[config.mk]
export PLATFORM = sky130hd
export DESIGN_NAME = field_renderer
export DESIGN_NICKNAME = d
export VERILOG_FILES = /design/src/rtl/field_renderer.sv
export SDC_FILE = /design/constraint.sdc
export NUM_CORES = 1
export LEC_CHECK = 0
export CAP_MARGIN = 20
export CORE_MARGIN = 10
export CORE_UTILIZATION = 45
export CTS_BUF_LIST = sky130_fd_sc_hd__clkbuf_8
export CTS_CLUSTER_SIZE = 40
export DETAILED_ROUTE_END_ITERATION = 6
export GPL_ROUTABILITY_DRIVEN = 1
export PLACE_DENSITY_LB_ADDON = 0.2
export SYNTH_ARGS = -nofsm -noshare
export SYNTH_HDL_FRONTEND = slang
export SYNTH_SLANG_ARGS = --single-unit
[constraint.sdc]
create_clock -name i_Clk -period 15.5 [get_ports i_Clk]
set_input_delay 2.325 -clock i_Clk [delete_from_list [all_inputs] [get_ports i_Clk]]
set_output_delay 2.325 -clock i_Clk [all_outputs]
set_load 0.02 [all_outputs]
[src/rtl/field_renderer.sv]
// field_renderer: playfield pixel colouring with a two-stage pipeline, plus a
// line-clear flash sequencer that blinks selected rows for a number of frames.
module field_renderer #(
    parameter int ROWS         = 20,
    parameter int COLS         = 10,
    parameter int CELL         = 24,
    parameter int ORIGIN_X     = 200,
    parameter int ORIGIN_Y     = 0,
    parameter int WALL_W       = 10,
    parameter int FLASH_FRAMES = 8,
    parameter int FLASH_PAIRS  = 3,
    parameter int GRID_EN      = 1,
    localparam int RW = (ROWS > 1) ? $clog2(ROWS) : 1,
    localparam int CW = (COLS > 1) ? $clog2(COLS) : 1
) (
    input  logic            i_Clk,
    input  logic            i_Reset,
    input  logic [9:0]      i_DrawX,
    input  logic [9:0]      i_DrawY,
    input  logic            i_frame_start,
    input  logic            i_is_shape,
    input  logic            i_is_boundary,
    output logic [RW-1:0]   o_cell_row,
    output logic [CW-1:0]   o_cell_col,
    input  logic [6:0]      i_cell_code,
    input  logic            i_clear_start,
    input  logic [ROWS-1:0] i_clear_mask,
    output logic            o_busy,
    output logic            o_clear_done,
    output logic            o_is_background,
    output logic [7:0]      o_backRed,
    output logic [7:0]      o_backGreen,
    output logic [7:0]      o_backBlue
);

    localparam int FW = $clog2(FLASH_FRAMES + 1);
    localparam int PW = $clog2(FLASH_PAIRS + 1);

    // 12-bit region bounds; the left wall test adds WALL_W to the pixel
    // instead of subtracting it from ORIGIN_X so nothing can wrap.
    localparam logic [11:0] X_LO   = 12'(ORIGIN_X);
    localparam logic [11:0] X_HI   = 12'(ORIGIN_X + COLS * CELL);
    localparam logic [11:0] X_WR   = 12'(ORIGIN_X + COLS * CELL + WALL_W);
    localparam logic [11:0] Y_LO   = 12'(ORIGIN_Y);
    localparam logic [11:0] Y_HI   = 12'(ORIGIN_Y + ROWS * CELL);
    localparam logic [11:0] WW     = 12'(WALL_W);
    localparam logic [11:0] CELL12 = 12'(CELL);

    localparam logic [23:0] C_WALL  = 24'h87CEEB;
    localparam logic [23:0] C_WHITE = 24'hFFFFFF;
    localparam logic [23:0] C_BLACK = 24'h000000;
    localparam logic [23:0] C_GRID  = 24'h404040;

    typedef enum logic [1:0] {S_IDLE, S_ON, S_OFF, S_DONE} state_t;

    state_t          r_state;
    logic [FW-1:0]   r_frm;
    logic [PW-1:0]   r_pair;
    logic [ROWS-1:0] r_mask;
    logic            r_busy;
    logic            r_done;

    logic [11:0] w_x, w_y, w_off_x, w_off_y;
    logic        w_in_y, w_field, w_wall, w_grid;

    logic          r_field1, r_wall1, r_shape1, r_bnd1, r_grid1;
    logic [RW-1:0] r_row1;

    logic        w_bg;
    logic [23:0] w_rgb;
    logic        r_bg;
    logic [23:0] r_rgb;

    assign w_x     = {2'b00, i_DrawX};
    assign w_y     = {2'b00, i_DrawY};
    assign w_off_x = w_x - X_LO;
    assign w_off_y = w_y - Y_LO;
    assign w_in_y  = (w_y >= Y_LO) && (w_y < Y_HI);
    assign w_field = w_in_y && (w_x >= X_LO) && (w_x < X_HI);
    assign w_wall  = w_in_y && ((((w_x + WW) >= X_LO) && (w_x < X_LO)) ||
                                ((w_x >= X_HI) && (w_x < X_WR)));
    assign w_grid  = ((w_off_x % CELL12) == 12'd0) || ((w_off_y % CELL12) == 12'd0);

    // Stage 0: field-memory address, parked at cell (0,0) outside the field
    always_comb begin
        o_cell_row = '0;
        o_cell_col = '0;
        if (w_field) begin
            o_cell_row = RW'(w_off_y / CELL12);
            o_cell_col = CW'(w_off_x / CELL12);
        end
    end

    // Stage 1: hold pixel attributes while the field memory answers
    always_ff @(posedge i_Clk) begin
        if (i_Reset) begin
            r_field1 <= 1'b0;
            r_wall1  <= 1'b0;
            r_shape1 <= 1'b0;
            r_bnd1   <= 1'b0;
            r_grid1  <= 1'b0;
            r_row1   <= '0;
        end else begin
            r_field1 <= w_field;
            r_wall1  <= w_wall;
            r_shape1 <= i_is_shape;
            r_bnd1   <= i_is_boundary;
            r_grid1  <= w_grid;
            r_row1   <= o_cell_row;
        end
    end

    // Stage 2 colour select: wall, then empty field pixel, then foreground
    always_comb begin
        w_bg  = 1'b0;
        w_rgb = C_WHITE;
        if (r_wall1) begin
            w_bg  = 1'b1;
            w_rgb = C_WALL;
        end else if (r_field1 && !r_shape1 && !r_bnd1) begin
            w_bg = 1'b1;
            if (r_busy && r_mask[r_row1]) begin
                // DONE lasts one cycle right after an off phase, so it shows dark
                w_rgb = (r_state == S_ON) ? C_WHITE : C_BLACK;
            end else begin
                case (i_cell_code)
                    7'd0:    w_rgb = (GRID_EN != 0 && r_grid1) ? C_GRID : C_BLACK;
                    7'd1:    w_rgb = 24'h00FFFF;
                    7'd2:    w_rgb = 24'hFFFF00;
                    7'd3:    w_rgb = 24'h800080;
                    7'd4:    w_rgb = 24'h00FF00;
                    7'd5:    w_rgb = 24'hFF0000;
                    7'd6:    w_rgb = 24'h0000FF;
                    7'd7:    w_rgb = 24'hFFA500;
                    default: w_rgb = 24'h808080;
                endcase
            end
        end
    end

    // Stage 2: registered pixel result
    always_ff @(posedge i_Clk) begin
        if (i_Reset) begin
            r_bg  <= 1'b0;
            r_rgb <= C_WHITE;
        end else begin
            r_bg  <= w_bg;
            r_rgb <= w_rgb;
        end
    end

    // Flash sequencer: FLASH_PAIRS on/off pairs of FLASH_FRAMES frames each
    always_ff @(posedge i_Clk) begin
        if (i_Reset) begin
            r_state <= S_IDLE;
            r_frm   <= '0;
            r_pair  <= '0;
            r_mask  <= '0;
            r_busy  <= 1'b0;
            r_done  <= 1'b0;
        end else begin
            r_done <= 1'b0;
            case (r_state)
                S_IDLE: begin
                    if (i_clear_start && (|i_clear_mask)) begin
                        r_mask  <= i_clear_mask;
                        r_frm   <= '0;
                        r_pair  <= '0;
                        r_busy  <= 1'b1;
                        r_state <= S_ON;
                    end
                end
                S_ON: begin
                    if (i_frame_start) begin
                        if (r_frm == FW'(FLASH_FRAMES - 1)) begin
                            r_frm   <= '0;
                            r_state <= S_OFF;
                        end else begin
                            r_frm <= r_frm + 1'b1;
                        end
                    end
                end
                S_OFF: begin
                    if (i_frame_start) begin
                        if (r_frm == FW'(FLASH_FRAMES - 1)) begin
                            r_frm  <= '0;
                            r_pair <= r_pair + 1'b1;
                            if (r_pair == PW'(FLASH_PAIRS - 1)) begin
                                r_state <= S_DONE;
                                r_done  <= 1'b1;
                            end else begin
                                r_state <= S_ON;
                            end
                        end else begin
                            r_frm <= r_frm + 1'b1;
                        end
                    end
                end
                S_DONE: begin
                    r_busy  <= 1'b0;
                    r_state <= S_IDLE;
                end
                default: r_state <= S_IDLE;
            endcase
        end
    end

    assign o_busy          = r_busy;
    assign o_clear_done    = r_done;
    assign o_is_background = r_bg;
    assign o_backRed       = r_rgb[23:16];
    assign o_backGreen     = r_rgb[15:8];
    assign o_backBlue      = r_rgb[7:0];

endmodule

==> qor.txt, run 1 <==
setup tns final - 0 ns
Port-buffer cells - 88
Worst-path clk slew - 0.10 ns
fmax - 0.09288 GHz
sequential fraction of the synthesis area - 23.86%
Worst Setup Start Kind - input port
largest net degree at the start of global routing - 41
CTS Hold Bufs - 0
die footprint - 0.01471 mm²
Worst Tran Pin Value - 0.9762 ns
n_diodes - 0
Vias - 4633
Initial DRC Count - 252
initial antenna violation count - 0
prevailing post-synth register cell - dfxtp_1
ys async rst share - 0%
gpl congestion - 0.9519
Syn Area/Cell - 7.491 µm²
period utilisation layout - 69.46%
Cell Pwr Density - 83.01 mW/mm²
CP Class - in2out
WP data required - 13.18 ns
fin util - 56.32%
Max FO, Critical Path - 21
unrepaired setup endpoints after global routing - no
H-Tree Level Count - 2
Hold Crit Class - reg2reg
Ports - 89
CTS tree - done
num rows - 36
Tot GR Track Use - 16.96%
post-CTS resize count - 0
CTS sink count - 55
number of synthesized flops with an enable pin - 0
Starting Density - 46.78%
Netlist cell types - 80
synthesis-stage register bit count - 55
Mapped Cells - 616
routed vias/inst - 5.798
Fin. Hold Viols - 0
DRT Wirelength - 12.98 mm
core area - 0.009864 mm²
residual DRC count - 0
PnR Total Power - 461.2 µW
clock buffer depth - 2
max_slew headroom - 34.42%
Setup Skew - 0.01677 ns
Die W - 121.3 µm
Final Setup Violations - 0
Peak VDD IR - 40.35 µV
Clock Latency Late Sink - 0.31 ns
postcts setup bufs - 0
first-pass GRT wire length - 21.16 mm
wire length per cell - 16.24 µm
Lkg Pwr - 2.089 nW
Yosys warning count - 0
maxcap violations - 0
clk root buf - clkbuf_8
status - finished, final reports clean
share of cells above drive strength 1 - 6.306%
vias in the first global route - 4341
Fill cells - 939
Die Y - 121.3 µm
hpwl dp - 10.25 mm
Slew Viols, Final - 0
min cycle time layout - 10.77 ns
Layout area overhead - 20.39%
Mapped Area - 0.004614 mm²
clock buffer count from CTS - 5
crit path DAT - 8.44 ns
Worst Setup End Kind - output pin
NumNets Final - 733
Final ANT Viol Nets - 0
grt total ovfl - 0
drt pass-1 iters - 5
Synth Net Count - 683
[cells in the final DEF, fill, tap and decap left out, types with 11 or more instances in the layout]
master and n:
nor3_1 17, ha_1 14, a31oi_1 12, nor2_1 77
nor2b_1 13, inv_1 16, nand2_1 75, dfxtp_1 55
o21ai_0 39, nor4_1 11, a21oi_1 41, nand3_1 13
mux2i_1 29, clkdlybuf4s50_1 88
[critical path, stage by stage]
cell             delay [ns]
clkdlybuf4s50_1        0.93
inv_1                  0.23
ha_1                   0.32
nand2b_1               0.19
a31oi_1                0.16
xnor2_1                0.79
nor4_1                 0.16
nand2_1                0.16
o211ai_2               0.21
o31ai_2                0.26
mux2i_1                0.35
or2_1                  0.32
mux2_2                 0.38
o211a_1                0.27
nand4_4                0.13
a21o_1                 0.13
a31oi_1                0.08
o32ai_1                0.37
clkdlybuf4s50_1        0.69
[layout make-up]
cell class	count	area [µm²]	area share [%]
tap	133	166.4	2.996
sequential	55	1101	19.82
clock inverter	2	16.27	0.2928
multi-input combinational	497	3219	57.95
clock buffer	5	68.82	1.239
inverter	16	60.06	1.081
timing repair buffer	91	923.4	16.62
[state kept, by name, summed over array words and instances (netlist names)]
name and count:
o_is_background 1, r_field1 1, o_clear_done 1, r_frm 4
r_grid1 1, r_shape1 1, r_rgb 14, r_wall1 1
r_bnd1 1, r_state 2, r_pair 2, r_mask 20
r_row1 5, o_busy 1
[per-stage QoR]
step	area [µm²]	hold slack (ns)	setup WS, ns	instances
6_report	5555	0.4980	4.734	799
3_5_place_dp	5443	0.4904	4.846	791
2_1_floorplan	4614	0.4556	6.390	616
3_3_place_gp	5443	0.4701	4.978	791
5_1_grt	5555	0.5298	4.380	799
4_1_cts	5528	0.5057	4.825	798
[kinds of logic (layout without fill, tap and decap cells)]
logic type / after synthesis / after routing / synth area share [%]
buffers and inverters: 64 / 114 / 6.372
xor gates and xnor gates: 17 / 17 / 3.227
muxes: 38 / 38 / 9.707
AOI/OAI and AO/OA: 169 / 169 / 25.43
and+or+nand+nor: 258 / 258 / 27.36
adders and majority gates: 15 / 15 / 4.040
DFF: 55 / 55 / 23.86
[per-layer routing]
metal,global-route usage [%],routed length (µm)
met1,22.09,5992
met2,28.81,6143
met3,2.141,676
met4,4.471,165
met5,0,0
[path summary, 6_finish.rpt]
check                   from            end  slack (ns)  cells after the start
setup / recovery  i_DrawX[3]  o_cell_col[0]        4.73                     19
hold / removal      r_frm[1]       r_frm[1]        0.50                      2
setup reg to reg   r_row1[0]       r_rgb[7]       12.44                      8
hold reg to reg     r_frm[1]       r_frm[1]        0.50                      2
[Yosys cell counts, drive strengths merged (3+ instances only)]
cell | instances | area share (%)
inv | 16 | 1.3
o311ai | 4 | 0.92
or3 | 7 | 0.95
nor2b | 13 | 1.8
nor2 | 78 | 6.5
a211oi | 8 | 1.4
o211a | 4 | 0.87
xnor2 | 10 | 1.9
nor4 | 11 | 1.5
nand2 | 75 | 6.1
buf | 16 | 2.5
o21ai | 41 | 4.5
o211ai | 10 | 2.0
nor3 | 18 | 2.1
mux2i | 29 | 6.3
o31ai | 5 | 1.2
o22a | 3 | 0.57
nand4 | 6 | 1.1
dfxtp | 55 | 24
a31oi | 13 | 1.9
mux4 | 5 | 2.4
a311oi | 4 | 0.76
or2 | 5 | 0.68
clkbuf | 32 | 2.6
mux2 | 4 | 0.98
nand3b | 5 | 0.81
ha | 14 | 3.8
o22ai | 4 | 0.54
nand2b | 10 | 1.4
nand3 | 13 | 1.4
xor2 | 7 | 1.3
a21o | 4 | 0.81
o21a | 5 | 0.81
and3 | 4 | 0.65
a21oi | 41 | 4.4
[power by group]
| part | switching, mW | internal (mW) |
|---|---|---|
| Clock | 0.0441 | 0.0315 |
| Sequential | 0.0111 | 0.157 |
| Combinational | 0.124 | 0.0938 |
| Total | 0.179 | 0.282 |
Note: power is estimated with default switching activity, not from simulation.
==> run 2, diff against run 1 <==
==> constraint.sdc (replaced) <==
create_clock -name i_Clk -period 8.7 [get_ports i_Clk]
set_input_delay 1.305 -clock i_Clk [delete_from_list [all_inputs] [get_ports i_Clk]]
set_output_delay 1.305 -clock i_Clk [all_outputs]
set_load 0.02 [all_outputs]
==> run 2 against run 1 <==
Against the previous run:
- sequential power is 78% higher
- worst hold slack better by 0.012 ns
- via count is 0.71% higher
- register-to-register slack worse by 6.8 ns
- die area stayed put
- cell area is 2.1% higher
- clock power is 130% higher
- flip-flop and latch count stayed put
- combinational power is 81% higher
- utilization is 1.2 points higher
- total power is 88% higher
- critical path type unchanged
- critical endpoint unchanged
- largest cell class unchanged
- highest routed layer unchanged
==> qor.txt, run 2 (same netlist as run 1, synthesis figures left out) <==
status - finished, final reports clean
DRT Wirelength - 13.01 mm
commonest non-fill, non-tap cells in the layout - 88 x clkdlybuf4s50_1, 77 x nor2_1, 75 x nand2_1
gpl congestion - 0.8983
clk root buf - clkbuf_8
Slew Viols, Final - 0
WP data required - 7.39 ns
min-delay src - r_pair[1]
leading cell type in the layout, fill and taps excluded - clkdlybuf4s50_1
drt pass-1 iters - 5
Fin. Hold Viols - 0
largest net degree at the start of global routing - 41
Initial DRC Count - 212
hpwl dp - 10.36 mm
maxcap violations - 0
Lkg Pwr - 2.164 nW
Starting Density - 46.78%
setup tns final - 0 ns
Tot GR Track Use - 16.82%
fin util - 57.52%
Ports - 89
H-Tree Level Count - 2
routed vias/inst - 5.760
period utilisation layout - 95.83%
die footprint - 0.01471 mm²
clock buffer depth - 2
CP cell instances - clkdlybuf4s50_1, inv_1, ha_1, or3b_4, a21o_4, maj3_2, a221o_1, a21oi_1, o211ai_2, o31ai_2, mux2i_1, or2_4, mux2_2, o211a_1, nand4_4, a21o_1, a31oi_1, o32ai_1, clkdlybuf4s50_1
core area - 0.009864 mm²
Port-buffer cells - 88
Worst Setup Start Kind - input port
Die W - 121.3 µm
Peak VDD IR - 104.6 µV
unrepaired setup endpoints after global routing - no
Layout area overhead - 22.97%
max reg flops - 20
Regs by FF count - r_mask (20), r_rgb (14), r_row1 (5)
Die Y - 121.3 µm
first-pass GRT wire length - 21.05 mm
fmax - 0.1199 GHz
initial antenna violation count - 0
Worst-path clk slew - 0.10 ns
Vias - 4666
Worst Tran Pin Value - 0.8876 ns
max_slew headroom - 40.40%
Final Setup Violations - 0
clock buffer count from CTS - 5
Setup Skew - 0.01549 ns
R2R Path Start - r_row1[0]
vias in the first global route - 4378
Critical-path top delay cell - clkdlybuf4s50_1
Hold WS - 0.5095 ns
Top reg by flops - r_mask
Clock Latency Late Sink - 0.31 ns
CP max stage delay - 0.67 ns
Cell Pwr Density - 153.1 mW/mm²
Worst Setup SP - i_DrawX[4]
Hold Crit Class - reg2reg
min cycle time layout - 8.337 ns
NumNets Final - 743
n_diodes - 0
CTS tree - done
num rows - 36
wire length per cell - 16.06 µm
share of cells above drive strength 1 - 8.124%
residual DRC count - 0
grt total ovfl - 0
crit path DAT - 7.03 ns
Final ANT Viol Nets - 0
Max FO, Critical Path - 9
CP Class - in2out
CP most frequent cell - clkdlybuf4s50_1
Worst Setup End Kind - output pin
CTS sink count - 55
run 2: changes by cell type in the layout (fill, tap and decap cells not counted), sizes merged:
| cell | before | now |
|---|---|---|
| bufinv | 0 | 1 |
| clkinvlp | 1 | 0 |
| inv | 17 | 18 |
| buf | 3 | 13 |
run 2: final timing paths:
path,to,slack (ns),depth (start not counted)
worst min-delay path,r_pair[1],0.51,2
worst max-delay path,o_cell_col[0],0.36,19
worst min register to register,r_pair[1],0.51,2
worst max register to register,r_rgb[23],5.62,8
run 2: final cells by class:
cell class,count,area (µm²)
timing repair buffer,101,998.5
sequential,55,1101
multi-input combinational,497,3229
tap,133,166.4
clock buffer,5,68.82
fill,906,4190
inverter,16,60.06
clock inverter,3,50.05
run 2: power by group:
group          switching, mW  internal (mW)
registers             0.0194          0.279
logic                  0.223          0.172
clock network         0.0865         0.0888
run 2: worst max-delay path: cells and delay by family:
kind / cells / cell delay [ns]
fa+ha+maj: 2 / 0.51
simple gates: 3 / 0.77
compound gates: 9 / 2.26
buf+inv: 3 / 1.46
mux: 2 / 0.72
run 2: metrics by stage:
stage / cell area (µm²) / instances / power, mW / worst slack (ns)
2_1_floorplan: 4614 / 616 / 0.5834 / 1.630
3_3_place_gp: 5518 / 801 / 0.6744 / 0.4594
3_5_place_dp: 5518 / 801 / 0.6845 / 0.3071
4_1_cts: 5637 / 809 / 0.8586 / 0.2922
5_1_grt: 5674 / 810 / 0.9222 / 0.06806
6_report: 5674 / 810 / 0.8688 / 0.3628
run 2: timing repair:
item,4_1_cts,5_1_grt
resized for setup,0,2
hold buffers,0,0
buffers inserted,0,0
setup endpoints to repair,0,1
run 2: layer usage:
metal / vias to the layer above / GRT usage, % / share of wire (%)
li1: 2349 / - / -
met1: 2156 / 21.15 / 45
met2: 148 / 29.46 / 48
met3: 13 / 2.280 / 5.3
met4: 0 / 4.322 / 1.2
met5: - / 0 / 0
